`src/rtl/mem_pkg.sv`:
```
// Shared widths, encodings and request payload for the I/D memory arbiter.
package mem_pkg;

  localparam int unsigned ADDR_W = 28;
  localparam int unsigned DATA_W = 128;

  typedef enum logic {
    OWN_I = 1'b0,
    OWN_D = 1'b1
  } owner_e;

  typedef enum logic {
    IDLE = 1'b0,
    BUSY = 1'b1
  } state_e;

  // Latched request: op (1 = write), block address and write block.
  typedef struct packed {
    logic              wr;
    logic [ADDR_W-1:0] addr;
    logic [DATA_W-1:0] wdata;
  } mem_req_t;

  // Pack one port's request; write wins when read and write are both high.
  function automatic mem_req_t make_req(input logic              wr,
                                        input logic [ADDR_W-1:0] addr,
                                        input logic [DATA_W-1:0] wdata);
    mem_req_t r;
    r.wr    = wr;
    r.addr  = addr;
    r.wdata = wdata;
    return r;
  endfunction

endpackage

```
`src/rtl/mem_arbiter_if.sv`:
```
// Cache memory-port bundle: strobes held until a one-cycle ready pulse.
interface mem_arbiter_if;
  import mem_pkg::*;

  logic              read;
  logic              write;
  logic [ADDR_W-1:0] addr;
  logic [DATA_W-1:0] wdata;
  logic              ready;
  logic [DATA_W-1:0] rdata;

  // Requester side (cache, or the arbiter facing memory).
  modport master (output read, write, addr, wdata, input ready, rdata);
  // Responder side (the arbiter facing a cache, or memory).
  modport slave  (input read, write, addr, wdata, output ready, rdata);
endinterface

```
`src/rtl/mem_arbiter_rr_arb2.sv`:
```
// Two-way round-robin grant; the last-served port loses a tie.
module rr_arb2
  import mem_pkg::*;
(
  input  logic   clk,
  input  logic   rst_n,
  input  logic   req_i,
  input  logic   req_d,
  input  logic   upd,
  input  owner_e upd_owner,
  output logic   gnt_c,
  output owner_e gnt_owner_c
);

  owner_e last_q;
  owner_e last_d;

  // Remember who was served when a transaction completes.
  always_comb begin
    last_d = last_q;
    if (upd) begin
      last_d = upd_owner;
    end
  end

  // Last-grant register.
  always_ff @(posedge clk or negedge rst_n) begin
    if (!rst_n) begin
      last_q <= OWN_I;
    end else begin
      last_q <= last_d;
    end
  end

  // Single requester wins outright; on a tie the port not served last wins.
  always_comb begin
    gnt_c       = req_i | req_d;
    gnt_owner_c = OWN_I;
    if (req_i && req_d) begin
      gnt_owner_c = (last_q == OWN_I) ? OWN_D : OWN_I;
    end else if (req_d) begin
      gnt_owner_c = OWN_D;
    end
  end

endmodule

```
`src/rtl/mem_arbiter.sv`:
```
// I-cache / D-cache to single off-chip memory arbiter, one transaction in flight.
module mem_arbiter
  import mem_pkg::*;
(
  input  logic          clk,
  input  logic          rst_n,
  mem_arbiter_if.slave  i_port,
  mem_arbiter_if.slave  d_port,
  mem_arbiter_if.master mem_port
);

  state_e   state_q;
  state_e   state_d;
  owner_e   owner_q;
  owner_e   owner_d;
  mem_req_t lat_q;
  mem_req_t lat_d;

  logic     i_req;
  logic     d_req;
  mem_req_t i_pl;
  mem_req_t d_pl;
  logic     gnt_c;
  owner_e   gnt_owner_c;
  logic     busy_c;
  logic     done_c;

  assign i_req  = i_port.read | i_port.write;
  assign d_req  = d_port.read | d_port.write;
  assign i_pl   = make_req(i_port.write, i_port.addr, i_port.wdata);
  assign d_pl   = make_req(d_port.write, d_port.addr, d_port.wdata);
  assign busy_c = (state_q == BUSY);
  assign done_c = busy_c & mem_port.ready;

  rr_arb2 u_rr (
    .clk         (clk),
    .rst_n       (rst_n),
    .req_i       (i_req),
    .req_d       (d_req),
    .upd         (done_c),
    .upd_owner   (owner_q),
    .gnt_c       (gnt_c),
    .gnt_owner_c (gnt_owner_c)
  );

  // Grant and latch in IDLE; wait for the memory ready pulse in BUSY.
  always_comb begin
    state_d = state_q;
    owner_d = owner_q;
    lat_d   = lat_q;
    case (state_q)
      IDLE: begin
        if (gnt_c) begin
          state_d = BUSY;
          owner_d = gnt_owner_c;
          lat_d   = (gnt_owner_c == OWN_D) ? d_pl : i_pl;
        end
      end
      BUSY: begin
        if (mem_port.ready) begin
          state_d = IDLE;
        end
      end
      default: state_d = IDLE;
    endcase
  end

  // State, owner and latched request registers.
  always_ff @(posedge clk or negedge rst_n) begin
    if (!rst_n) begin
      state_q <= IDLE;
      owner_q <= OWN_I;
      lat_q   <= '0;
    end else begin
      state_q <= state_d;
      owner_q <= owner_d;
      lat_q   <= lat_d;
    end
  end

  // Memory side: strobes drop in the ready cycle, address/data held from the latch.
  assign mem_port.read  = busy_c & ~lat_q.wr & ~mem_port.ready;
  assign mem_port.write = busy_c &  lat_q.wr & ~mem_port.ready;
  assign mem_port.addr  = lat_q.addr;
  assign mem_port.wdata = lat_q.wdata;

  // Cache side: ready only to the owner, read data broadcast.
  assign i_port.ready = done_c & (owner_q == OWN_I);
  assign d_port.ready = done_c & (owner_q == OWN_D);
  assign i_port.rdata = mem_port.rdata;
  assign d_port.rdata = mem_port.rdata;

endmodule
```
`src/flat_wrapper.sv`:
```
// flat-port wrapper written by rule: the top's interface ports become plain ports
module mem_arbiter_flat import mem_pkg::*;
  (clk, rst_n, i_port_read, i_port_write, i_port_addr, i_port_wdata, i_port_ready, i_port_rdata, d_port_read, d_port_write, d_port_addr, d_port_wdata, d_port_ready, d_port_rdata, mem_port_read, mem_port_write, mem_port_addr, mem_port_wdata, mem_port_ready, mem_port_rdata);
  mem_arbiter_if i_port_i ();
  mem_arbiter_if d_port_i ();
  mem_arbiter_if mem_port_i ();
  input  logic clk;
  input  logic rst_n;
  input wire logic [$bits(i_port_i.read)-1:0] i_port_read;
  input wire logic [$bits(i_port_i.write)-1:0] i_port_write;
  input wire logic [$bits(i_port_i.addr)-1:0] i_port_addr;
  input wire logic [$bits(i_port_i.wdata)-1:0] i_port_wdata;
  output wire logic [$bits(i_port_i.ready)-1:0] i_port_ready;
  output wire logic [$bits(i_port_i.rdata)-1:0] i_port_rdata;
  input wire logic [$bits(d_port_i.read)-1:0] d_port_read;
  input wire logic [$bits(d_port_i.write)-1:0] d_port_write;
  input wire logic [$bits(d_port_i.addr)-1:0] d_port_addr;
  input wire logic [$bits(d_port_i.wdata)-1:0] d_port_wdata;
  output wire logic [$bits(d_port_i.ready)-1:0] d_port_ready;
  output wire logic [$bits(d_port_i.rdata)-1:0] d_port_rdata;
  output wire logic [$bits(mem_port_i.read)-1:0] mem_port_read;
  output wire logic [$bits(mem_port_i.write)-1:0] mem_port_write;
  output wire logic [$bits(mem_port_i.addr)-1:0] mem_port_addr;
  output wire logic [$bits(mem_port_i.wdata)-1:0] mem_port_wdata;
  input wire logic [$bits(mem_port_i.ready)-1:0] mem_port_ready;
  input wire logic [$bits(mem_port_i.rdata)-1:0] mem_port_rdata;
  assign i_port_i.read = i_port_read;
  assign i_port_i.write = i_port_write;
  assign i_port_i.addr = i_port_addr;
  assign i_port_i.wdata = i_port_wdata;
  assign i_port_ready = i_port_i.ready;
  assign i_port_rdata = i_port_i.rdata;
  assign d_port_i.read = d_port_read;
  assign d_port_i.write = d_port_write;
  assign d_port_i.addr = d_port_addr;
  assign d_port_i.wdata = d_port_wdata;
  assign d_port_ready = d_port_i.ready;
  assign d_port_rdata = d_port_i.rdata;
  assign mem_port_read = mem_port_i.read;
  assign mem_port_write = mem_port_i.write;
  assign mem_port_addr = mem_port_i.addr;
  assign mem_port_wdata = mem_port_i.wdata;
  assign mem_port_i.ready = mem_port_ready;
  assign mem_port_i.rdata = mem_port_rdata;
  mem_arbiter u_core (.clk(clk), .rst_n(rst_n), .i_port(i_port_i), .d_port(d_port_i), .mem_port(mem_port_i));
endmodule
```
`config.mk`:
```
export PLATFORM = sky130hd
export DESIGN_NAME = mem_arbiter_flat
export DESIGN_NICKNAME = d
export VERILOG_FILES = /design/src/rtl/mem_pkg.sv /design/src/rtl/mem_arbiter_if.sv /design/src/rtl/mem_arbiter_rr_arb2.sv /design/src/rtl/mem_arbiter.sv /design/src/flat_wrapper.sv
export SDC_FILE = /design/constraint.sdc
export NUM_CORES = 1
export LEC_CHECK = 0
export BUFFER_PORTS_ARGS = -buffer_cell sky130_fd_sc_hd__buf_2
export CORE_AREA = 2 2 331 333
export DETAILED_ROUTE_END_ITERATION = 10
export DIE_AREA = 0 0 333 335
export MAX_ROUTING_LAYER = met4
export PLACE_DENSITY = 0.34
export SETUP_SLACK_MARGIN = 0.5
export SLEW_MARGIN = 5
export SYNTH_ARGS = -nofsm -noshare
export SYNTH_HDL_FRONTEND = slang
export SYNTH_HIERARCHICAL = 1
export SYNTH_SLANG_ARGS = --single-unit
export TNS_END_PERCENT = 20
```
`constraint.sdc`:
```
create_clock -name clk -period 1.56 [get_ports clk]
set_input_delay 0.078 -clock clk [delete_from_list [all_inputs] [get_ports clk]]
set_output_delay 0.078 -clock clk [all_outputs]
set_load 0.02 [all_outputs]
```
Yosys cells after proc, flatten, opt, wreduce, memory -nomap -nowiden
Index checks and enable logic that the tools add are counted.
Word-level totals
  output and inout port bits: 416
  logic and storage cells: 29
  bits of input ports: 447
  register bits: 160
Cells by class
  reduce and logical (&&, ||, !) cells: 2
  bitwise operators: 14
  multiplexer cells: 7
Operator list (number)
  $mux 157: 1
  $and 1x1->1: 7
  $mux 1: 5
  $not 1->1: 4
  $or 1x1->1: 3
  $pmux 1 s2: 1
  $reduce_and 2->1: 1
  $logic_and 1x1->1: 1

Logic depth before layout (Yosys ltp)
Gate-level depths: netlist of run 1.
  word-level depth: 4
  depth in mapped cells: 7
  mapped depth without buffers: 4

Cells and area by module
The synthesis of run 1 kept the hierarchy.
By module, submodules not included
  mem_arbiter: area each 11439.7 sq um, sequential area each 3978.8 sq um, cells each 934, times used 1
  rr_arb2: area each 53.8 sq um, sequential area each 25.0 sq um, cells each 4, times used 1

Least setup slack after synthesis of run 1
OpenSTA, ideal clock, no wires.
  kind: reg2reg
  start point: register u_core.u_rr.last_q
  end point: register u_core.lat_q, in the netlist u_core/mem_port.wdata[109]
  required time: 1.435 ns
  period minus slack after synthesis: 1.684 ns
  setup time: 0.125 ns
  arrival: 1.559 ns
  path buffers: 3
  setup slack: -0.124 ns
  stages on the path, launching flop included: 7
  cell sequence: dfrtp_1 -> a21boi_0 -> buf_6 -> buf_6 -> buf_6 -> mux2_4 -> mux2_2
Between the ends
  word-level cells in the longest chain between the ends: 3
Ends and longest elaborated chain
  start, declared: line mem_arbiter_rr_arb2.sv:15  | owner_e last_q;
  start signal, assigned: line mem_arbiter_rr_arb2.sv:31  | last_q <= last_d;
  $mux 1: line mem_arbiter_rr_arb2.sv:40  | gnt_owner_c = (last_q == OWN_I) ? OWN_D : OWN_I;
  $mux 1: line mem_arbiter_rr_arb2.sv:39  | if (req_i && req_d) begin
  named net u_core.gnt_owner_c: line mem_arbiter.sv:24  | owner_e gnt_owner_c;
  $mux 157: line mem_arbiter.sv:56  | lat_d = (gnt_owner_c == OWN_D) ? d_pl : i_pl;
  end signal, assigned: line mem_arbiter.sv:77  | lat_q <= lat_d;
  end, declared: line mem_arbiter.sv:16  | mem_req_t lat_q;
The timed path passes the listed nets, and every way through them passes these cells.
A chain may end at the register's enable or synchronous reset.

Worst setup path after layout of run 1
  start point: input d_port_write
  end point: register u_core.lat_q, in the netlist u_core/mem_port.wdata[67]
Between the ends
  elaborated cells between the ends (all ways): 7
  classes of those cells: mux (3); bitwise (2); reduce/logical (2)
RTL lines
  start, declared: line flat_wrapper.sv:16  | input wire logic [$bits(d_port_i.write)-1:0] d_port_write;
  $or 1x1->1: line mem_arbiter.sv:29  | assign d_req = d_port.read | d_port.write;
  named net u_core.d_req: line mem_arbiter.sv:20  | logic d_req;
  $or 1x1->1: line mem_arbiter_rr_arb2.sv:37  | gnt_c = req_i | req_d;
  named net u_core.gnt_c: line mem_arbiter.sv:23  | logic gnt_c;
  $reduce_and 2->1 (no line)
The timed path passes the listed nets, and every way through them passes these cells.

==> flow_metrics.tcl, run 1 <==
set metrics [dict create \
    clockRootBuffer "clkbuf_16" \
    critical_path.cell_chain "buf_2, dlygate4sd3_1, or2_4, or2_4, nor2b_4, buf_12, buf_12, buf_12, mux2_4" \
    synthesis.instances 938 \
    p_leak_nw 8.06 \
    finalHoldViolCount 1 \
    wl_per_cell_um 12.6 \
    start_util_pct 10.6 \
    power_mw 29.9 \
    max_stage_delay_ns 0.56 \
    ys_types 17 \
    die_w_um 333 \
    hold_start "mem_port_ready" \
    ir_drop_mv 0.701 \
    clk_pin_slew_ns 0.08 \
    routed.top_layer "met4" \
    die_h_um 335 \
    antenna_found_initial 0 \
    grt_pass1_vias 9033 \
    std_cell_rows 121 \
    area_growth_pct 55.6 \
    violations "hold timing, setup timing" \
    core_area_um2 108000 \
    final_nets 1811 \
    min_path_cells 3 \
    grt_usage_pct 6.35 \
    gp_congestion 0.748 \
    drv_cap 0 \
    synth_mux_area_share_pct 34.9 \
    criticalPathCategory "in -> reg" \
    pre_cts_ws_ns -0.326 \
    fin_util_pct 16.5 \
    hp-class "in -> reg" \
    overflow 0 \
    period_needed_ns 1.85 \
    fin_area_um2 17900 \
    syn_area_um2 11500 \
    cts_buffers 17 \
    rsz0062_at_grt "true" \
    reg2reg_slack_ns -0.24 \
    met3WireLength_um 2880 \
    synth_compound_gate_area_share_pct 0.0653 \
    syn_nets 1385 \
    die_area_um2 112000 \
    antenna_left 0 \
    yosys_warnings 6 \
    insertion_delay_ns 0.50 \
    hold_buffers 315 \
    drtPass1Iterations 4 \
    yosys.area_share.simple_pct 0.588 \
    r2r-start "u_core/u_rr/last_q" \
    powerDensity_nw_per_um2 1670 \
    fmax_mhz 540 \
    diodes 0 \
    ys_seq_elements 160 \
    reg2reg_to "u_core/mem_port.wdata[45]" \
    fin_worst_skew_ns 0.0147 \
    placed_area_um2 12900 \
    num_vias 7826 \
    crit_slowest_cell "dlygate4sd3_1" \
    postSynthAreaPerCell_um2 12.3 \
    grt_max_degree 39 \
    critical_path.max_fanout 21 \
    whs_endpoint "u_core/busy_c" \
    clockBufferDepth 2 \
    cp-start-kind "input port" \
    viasPerCell 2.80 \
    maxSlewHeadroom_pct 66.1 \
    drtIter0Drc 121 \
    drcViolationCount 0 \
    cp.required_ns 1.93 \
    cts.htree.levels 4 \
    holdWs_ns -0.0748 \
    grt_pass1_wl_um 51400 \
    cts.sinks 160 \
    cpMostUsedCell "buf_12" \
    fin_crit_sh_pct 119 \
    worstMarginPinSlew_ns 0.509 \
    synthAdderAreaFrac_pct 0 \
    cts_tree "built" \
    synth_seq_area_share_pct 34.8 \
    port_buffers 478 \
    r2r_cells 5 \
    ios 863 \
    synth_top_family_by_area "multiplexers" \
    met1Wirelength_um 12700 \
    worst_setup_path_end_kind "flip-flop" \
    synth_xor_area_share_pct 0 \
    finalSetupViolCount 156 \
    wl_um 35300 \
    status "finished, violations left" \
    hpwlAfterDp_um 24900 \
    drive_gt1_share_pct 65.1 \
    slew_violations 0 \
    setup_slack_ns -0.293 \
    wl_met2_um 18200 \
    worstPathArrival_ns 2.22 \
]
layout by cell type (no fill, tap or decap):
| cell type | netlist | routed |
|---|---|---|
| buf_2 | 6 | 317 |
| dlygate4sd3_1 | 0 | 315 |
| mux2_4 | 121 | 169 |
| buf_6 | 15 | 166 |
| dfrtp_1 | 160 | 160 |
| mux2_2 | 193 | 145 |
| buf_4 | 426 | 45 |
| clkbuf_16 | 0 | 18 |
| buf_12 | 0 | 9 |
| inv_6 | 0 | 4 |
| clkinv_2 | 0 | 3 |
| or2_4 | 0 | 3 |
| inv_8 | 0 | 2 |
| clkinv_4 | 0 | 2 |
| clkbuf_8 | 0 | 2 |
| nor2_4 | 0 | 2 |
| nor2b_4 | 0 | 2 |
| mux2i_1 | 2 | 2 |
| buf_16 | 0 | 2 |
| bufinv_16 | 0 | 1 |
| clkinvlp_4 | 0 | 1 |
| nand2b_4 | 0 | 1 |
| inv_1 | 1 | 1 |
| and2_4 | 0 | 1 |
| and3_1 | 1 | 1 |
| nand2b_1 | 2 | 1 |
| nand2_1 | 1 | 1 |
| a21boi_4 | 0 | 1 |
logic make-up after synthesis:
| logic type | after synthesis |
|---|---|
| flops | 160 |
| mux | 316 |
| buf+inv | 449 |
| simple gates | 12 |
| compound gates | 1 |
repair_timing:
action,in CTS,in global routing
setup endpoints to repair,319,319
buffers inserted,1,0
endpoints found under the hold margin,319,2
pin swaps,2,2
cloned,0,1
gates resized for setup,249,130
sequential cells by signal, indices dropped and copies added (netlist names):
signal,cells
u_core/owner_q,1
u_core/mem_port.addr,28
u_core/u_rr/last_q,1
u_core/busy_c,1
u_core/mem_port.wdata,128
u_core/lat_q,1
how the worst max path moves through the flow:
stage | from | end | slack (ns) | cells past startpoint
finish | d_port_write | u_core/mem_port.wdata[67] | -0.29 | 9
floorplan | u_core/u_rr/last_q | u_core/mem_port.wdata[10] | -0.03 | 6
global route | u_core/u_rr/last_q | u_core/mem_port.wdata[67] | -0.32 | 5
global placement | i_port_write | u_core/mem_port.wdata[48] | -0.30 | 7
CTS | u_core/u_rr/last_q | u_core/mem_port.wdata[45] | -0.26 | 5
detailed placement | i_port_write | u_core/mem_port.wdata[45] | -0.33 | 7
area by class of cell:
cell class / count / area, µm²
Timing Repair Buffer: 855 / 7210
Multi-Input combinational cell: 329 / 4320
Clock inverter: 13 / 128
Tap cell: 1414 / 1770
Inverter: 1 / 3.75
Fill cell: 11900 / 90200
Sequential cell: 160 / 4000
Clock buffer: 19 / 453
layer usage:
metal	vias up	track usage (%)
met5	-	-
met4	0	4.18
met3	113	2.57
met2	372	10.8
met1	3765	5.93
li1	3576	-
critical path: cells and delay by family:
family / cells / cell delay [ns]
buffers and inverters: 5 / 1.13
muxes: 1 / 0.31
and+or+nand+nor: 3 / 0.66
Yosys cell counts:
| cell | number | area [µm²] |
|---|---|---|
| buf_6 | 15 | 169 |
| mux2i_1 | 2 | 20.0 |
| a21boi_0 | 1 | 7.51 |
| clkbuf_1 | 1 | 3.75 |
| mux2_2 | 193 | 2170 |
| dfrtp_1 | 160 | 4000 |
| nand2b_1 | 2 | 12.5 |
| inv_1 | 1 | 3.75 |
| nor2_1 | 2 | 7.51 |
| and3_1 | 1 | 6.26 |
| and2_1 | 1 | 6.26 |
| buf_4 | 426 | 3200 |
| or2_2 | 3 | 18.8 |
| nand2_1 | 1 | 3.75 |
| buf_2 | 6 | 30.0 |
| nor2b_1 | 2 | 12.5 |
| mux2_4 | 121 | 1820 |
per-stage QoR:
| step | hold WS (ns) | instances | setup TNS [ns] |
|---|---|---|---|
| 2_1_floorplan | -0.218 | 938 | -2.96 |
| 3_3_place_gp | 0.0701 | 2442 | -36.67 |
| 3_5_place_dp | 0.0758 | 2442 | -39.17 |
| 4_1_cts | -0.189 | 2790 | -29.30 |
| 5_1_grt | -0.0913 | 2791 | -38.68 |
| 6_report | -0.0748 | 2791 | -27.74 |
where the power goes:
group          total, mW  switching (mW)  internal, mW
Combinational       17.4            7.13          10.2
Clock               4.46            2.14          2.32
Sequential          8.03            1.71          6.32
Note: power is estimated with default switching activity, not from simulation.
==> run 2, diff against run 1 <==
CORE_AREA = 2 2 334 336   (was 2 2 331 333)
DIE_AREA = 0 0 336 338   (was 0 0 333 335)
PLACE_DENSITY = 0.32   (was 0.34)
clock period = 2 ns   (was 1.56 ns; I/O delays follow)
==> flow_metrics.tcl, run 2 (synthesized netlist as in run 1, its figures left out) <==
set metrics [dict create \
    placed_area_um2 12800 \
    cts.htree.levels 4 \
    overflow 0 \
    worstPathArrival_ns 2.23 \
    drtPass1Iterations 4 \
    diodes 0 \
    cts.sinks 160 \
    cp.required_ns 2.38 \
    r2r-start "u_core/u_rr/last_q" \
    grt_max_degree 55 \
    insertion_delay_ns 0.49 \
    die_h_um 338 \
    ir_drop_mv 0.593 \
    drcViolationCount 0 \
    die_w_um 336 \
    period_needed_ns 1.85 \
    critical_path.max_fanout 11 \
    r2r_cells 5 \
    cp-start-kind "flip-flop" \
    drive_gt1_share_pct 64.1 \
    slew_violations 0 \
    largest_reg_flops 128 \
    cts_tree "built" \
    pre_cts_ws_ns 0.0160 \
    final_common_cell "buf_2" \
    reg2reg_slack_ns 0.15 \
    hpwlAfterDp_um 26300 \
    cts_buffers 17 \
    fmax_mhz 541 \
    final_nets 1792 \
    die_area_um2 114000 \
    mostFrequentLayoutCells "477 x buf_2, 317 x dlygate4sd3_1, 167 x mux2_2, 160 x dfrtp_1, 147 x mux2_4" \
    reg2reg_to "u_core/mem_port.addr[23]" \
    fin_area_um2 16700 \
    worstMarginPinSlew_ns 0.394 \
    gp_congestion 0.712 \
    finalSetupViolCount 0 \
    fin_worst_skew_ns 0.0122 \
    viasPerCell 2.73 \
    antenna_left 0 \
    grt_usage_pct 6.46 \
    criticalPathCategory "reg -> reg" \
    clockBufferDepth 2 \
    setup_slack_ns 0.151 \
    hp-class "in -> async" \
    dpl.cell_count 2490 \
    area_growth_pct 45.6 \
    finalHoldViolCount 0 \
    status "finished, final reports clean" \
    wl_per_cell_um 12.9 \
    start_util_pct 10.4 \
    worst_setup_path_end_kind "flip-flop" \
    drtIter0Drc 105 \
    fin_crit_sh_pct 92.5 \
    p_leak_nw 7.54 \
    holdWs_ns 0.0740 \
    setup.worst_path.start "u_core/u_rr/last_q" \
    grt_pass1_vias 8809 \
    tns_ns 0 \
    clk_pin_slew_ns 0.08 \
    critPathCapture "u_core/mem_port.addr[23]" \
    powerDensity_nw_per_um2 1230 \
    ios 863 \
    std_cell_rows 122 \
    stdcell_count 2846 \
    port_buffers 478 \
    clockRootBuffer "clkbuf_16" \
    drv_cap 0 \
    maxSlewHeadroom_pct 73.7 \
    core_area_um2 110000 \
    rsz0062_at_grt "true" \
    antenna_found_initial 1 \
    num_vias 7758 \
    grt_pass1_wl_um 51900 \
    wl_um 36800 \
]
[run 2: cell count changes in the layout (fill, tap and decap cells not counted), sizes merged]
cell,before,now
buf,539,517
clkbuf,20,18
dlygate4sd3,315,317
inv,7,9
bufbuf,0,1
clkinv,5,4
clkinvlp,1,2
[run 2: report_power, final]
group / switching [mW] / internal, mW
registers: 0.840 / 4.91
clock network: 1.76 / 1.80
logic: 5.58 / 5.73
[run 2: per-layer routing]
layer | up-vias | track usage, % | part of all wire (%)
met4 | 0 | 4.48 | 5.3
met5 | - | - | 0
met3 | 134 | 2.90 | 9.2
met1 | 3697 | 5.78 | 34
met2 | 387 | 11.0 | 51
li1 | 3540 | - | -
[run 2: what timing repair did]
item                                   CTS  global route
hold buffers                           317             0
buffers inserted                         2             3
gates cloned                             1             1
setup endpoints to repair              160           160
gates resized for setup                  0             2
endpoints found under the hold margin  319             0
pin swaps                                1             0
[run 2: area by class of cell]
class                           count  area, µm²
Clock buffer                       17        425
Inverter                            1       3.75
Clock inverter                     15        185
Fill cell                       12300      93300
Sequential cell                   160       4000
Tap cell                         1488       1860
Multi-Input combinational cell    329       4210
Timing Repair Buffer              836       6050
[run 2: critical path, stage by stage, from the launching register on]
cell and delay [ns]:
dfrtp_1 0.43, a21boi_4 0.25, buf_4 0.17, bufbuf_16 0.29, mux2_2 0.35, mux2_2 0.26
[run 2: worst min-delay path by stage]
stage                     start                       end  slack [ns]
after floorplan           rst_n             u_core/busy_c       -0.20
after global placement    rst_n  u_core/mem_port.wdata[8]        0.04
after detailed placement  rst_n  u_core/mem_port.wdata[3]        0.04
after CTS                 rst_n  u_core/mem_port.wdata[3]        0.02
after global routing      rst_n  u_core/mem_port.wdata[5]        0.04
final                     rst_n  u_core/mem_port.wdata[5]        0.07
[run 2: metrics by stage]
stage	util, %	power, mW
2_1_floorplan	-	16.3
3_3_place_gp	11.7	16.7
3_5_place_dp	11.7	16.7
4_1_cts	15.2	21.2
5_1_grt	15.2	22.0
6_report	15.2	20.6
==> run 3, diff against run 2 <==
CORE_AREA = 2 2 338 340   (was 2 2 334 336)
DIE_AREA = 0 0 340 342   (was 0 0 336 338)
REMOVE_ABC_BUFFERS = 1   (was not set)
clock period = 2.36 ns   (was 2 ns; I/O delays follow)
==> flow_metrics.tcl, run 3 (synthesized netlist as in run 1, its figures left out) <==
set metrics [dict create \
    status "finished, final reports clean" \
    p_leak_nw 7.58 \
    path_buf_inv 3 \
    viasPerCell 3.08 \
    gp_congestion 0.861 \
    die_h_um 342 \
    cts.sinks 160 \
    mostFrequentLayoutCells "477 x buf_2, 308 x dlygate4sd3_1, 186 x mux2_2, 160 x dfrtp_1, 128 x mux2_4" \
    drive_gt1_share_pct 64.9 \
    hp-class "in -> reg" \
    finalSetupViolCount 0 \
    num_vias 8875 \
    cts_tree "built" \
    hpwlAfterDp_um 73700 \
    wl_um 92500 \
    cts_buffers 17 \
    powerDensity_nw_per_um2 1090 \
    setup.worst_path.start "u_core/u_rr/last_q" \
    final_common_cell "buf_2" \
    port_buffers 478 \
    std_cell_rows 124 \
    dpl.cell_count 2519 \
    fin_crit_sh_pct 79.7 \
    grt_usage_pct 15.7 \
    grt_max_degree 55 \
    worstMarginPinSlew_ns 0.589 \
    ir_drop_mv 0.515 \
    drv_cap 0 \
    wl_per_cell_um 32.1 \
    area_growth_pct 47.4 \
    power_mw 18.5 \
    stdcell_count 2882 \
    start_util_pct 10.2 \
    fmax_mhz 532 \
    cts.htree.levels 4 \
    drtIter0Drc 448 \
    critical_path.max_fanout 13 \
    period_needed_ns 1.88 \
    maxSlewHeadroom_pct 60.8 \
    cp.required_ns 2.76 \
    reg2reg_slack_ns 0.48 \
    clk_pin_slew_ns 0.08 \
    critPathCapture "u_core/mem_port.addr[24]" \
    criticalPathCategory "reg -> reg" \
    worst_setup_path_end_kind "flip-flop" \
    overflow 0 \
    die_area_um2 116000 \
    worstPathArrival_ns 2.28 \
    r2r-start "u_core/u_rr/last_q" \
    tns_ns 0 \
    finalHoldViolCount 0 \
    ios 863 \
    core_area_um2 113000 \
    fin_util_pct 15.0 \
    r2r_cells 6 \
    rsz0062_at_grt "true" \
    insertion_delay_ns 0.51 \
    reg2reg_to "u_core/mem_port.addr[24]" \
    grt_pass1_wl_um 111000 \
    drcViolationCount 0 \
    cp_top_family "multiplexers" \
    die_w_um 340 \
    cp_num_cells 6 \
    clockRootBuffer "clkbuf_16" \
    fin_worst_skew_ns 0.0176 \
    cp-start-kind "flip-flop" \
    max_stage_delay_ns 0.41 \
    largest_reg_flops 128 \
    antenna_left 0 \
    drtPass1Iterations 4 \
    grt_pass1_vias 9233 \
    antenna_found_initial 7 \
    final_nets 1800 \
    critical_path.cell_chain "a21boi_4, buf_4, buf_12, buf_4, mux2_2, mux2_2" \
    crit_slowest_cell "dfrtp_1" \
    clockBufferDepth 2 \
    slew_violations 0 \
]
## run 3: worst min-delay path by stage
stage          slack [ns]  cells after the start              from                   endpoint
2_1_floorplan       -0.18                      0             rst_n              u_core/busy_c
3_3_place_gp         0.18                      1             rst_n  u_core/mem_port.wdata[38]
3_5_place_dp         0.19                      1             rst_n    u_core/mem_port.addr[3]
4_1_cts              0.01                      3  d_port_wdata[25]  u_core/mem_port.wdata[25]
5_1_grt              0.03                      3  d_port_wdata[93]  u_core/mem_port.wdata[93]
6_report             0.05                      3  d_port_wdata[26]  u_core/mem_port.wdata[26]
## run 3: what timing repair did
item,4_1_cts,5_1_grt
setup buffers,0,9
setup endpoints to repair,53,104
cloned,0,10
hold endpoints to repair,209,0
pin swaps,0,1
hold buffers,308,0
resized for setup,2,13
## run 3: worst min-delay path, stage by stage
cell    delay, ns
buf_2        0.14
mux2_4       0.15
mux2_2       0.13
## run 3: layout make-up
class                      instances  area (µm²)
fill                           12700       96200
timing repair buffer             844        6280
multi-input combinational        329        4130
sequential                       160        4000
tap                             1512        1890
clock buffer                      17         425
clock inverter                    15         191
antenna                            4        10.0
inverter                           1        3.75
## run 3: where the power goes
part	total, mW	leakage, nW	internal [mW]	switching (mW)
Clock	3.08	0.297	1.52	1.55
Sequential	4.93	1.86	4.17	0.765
Combinational	10.5	5.42	5.05	5.48
Total	18.5	7.58	10.7	7.80
## run 3: metal layers
layer / vias to the layer above / global-route usage [%] / share of wire [%]
met4: 0 / 4.24 / 2.0
met3: 65 / 18.8 / 24
li1: 3567 / - / -
met1: 4251 / 14.7 / 36
met5: - / - / 0
met2: 992 / 20.0 / 38
## run 3: through the flow
step | hold WS (ns) | area [µm²] | setup WS [ns]
finish | 0.0519 | 16900 | 0.480
CTS | 0.0127 | 16600 | 0.425
global route | 0.0256 | 16900 | 0.433
floorplan | -0.178 | 8090 | -15.81
detailed placement | 0.191 | 12800 | 0.282
global placement | 0.178 | 12800 | 0.297
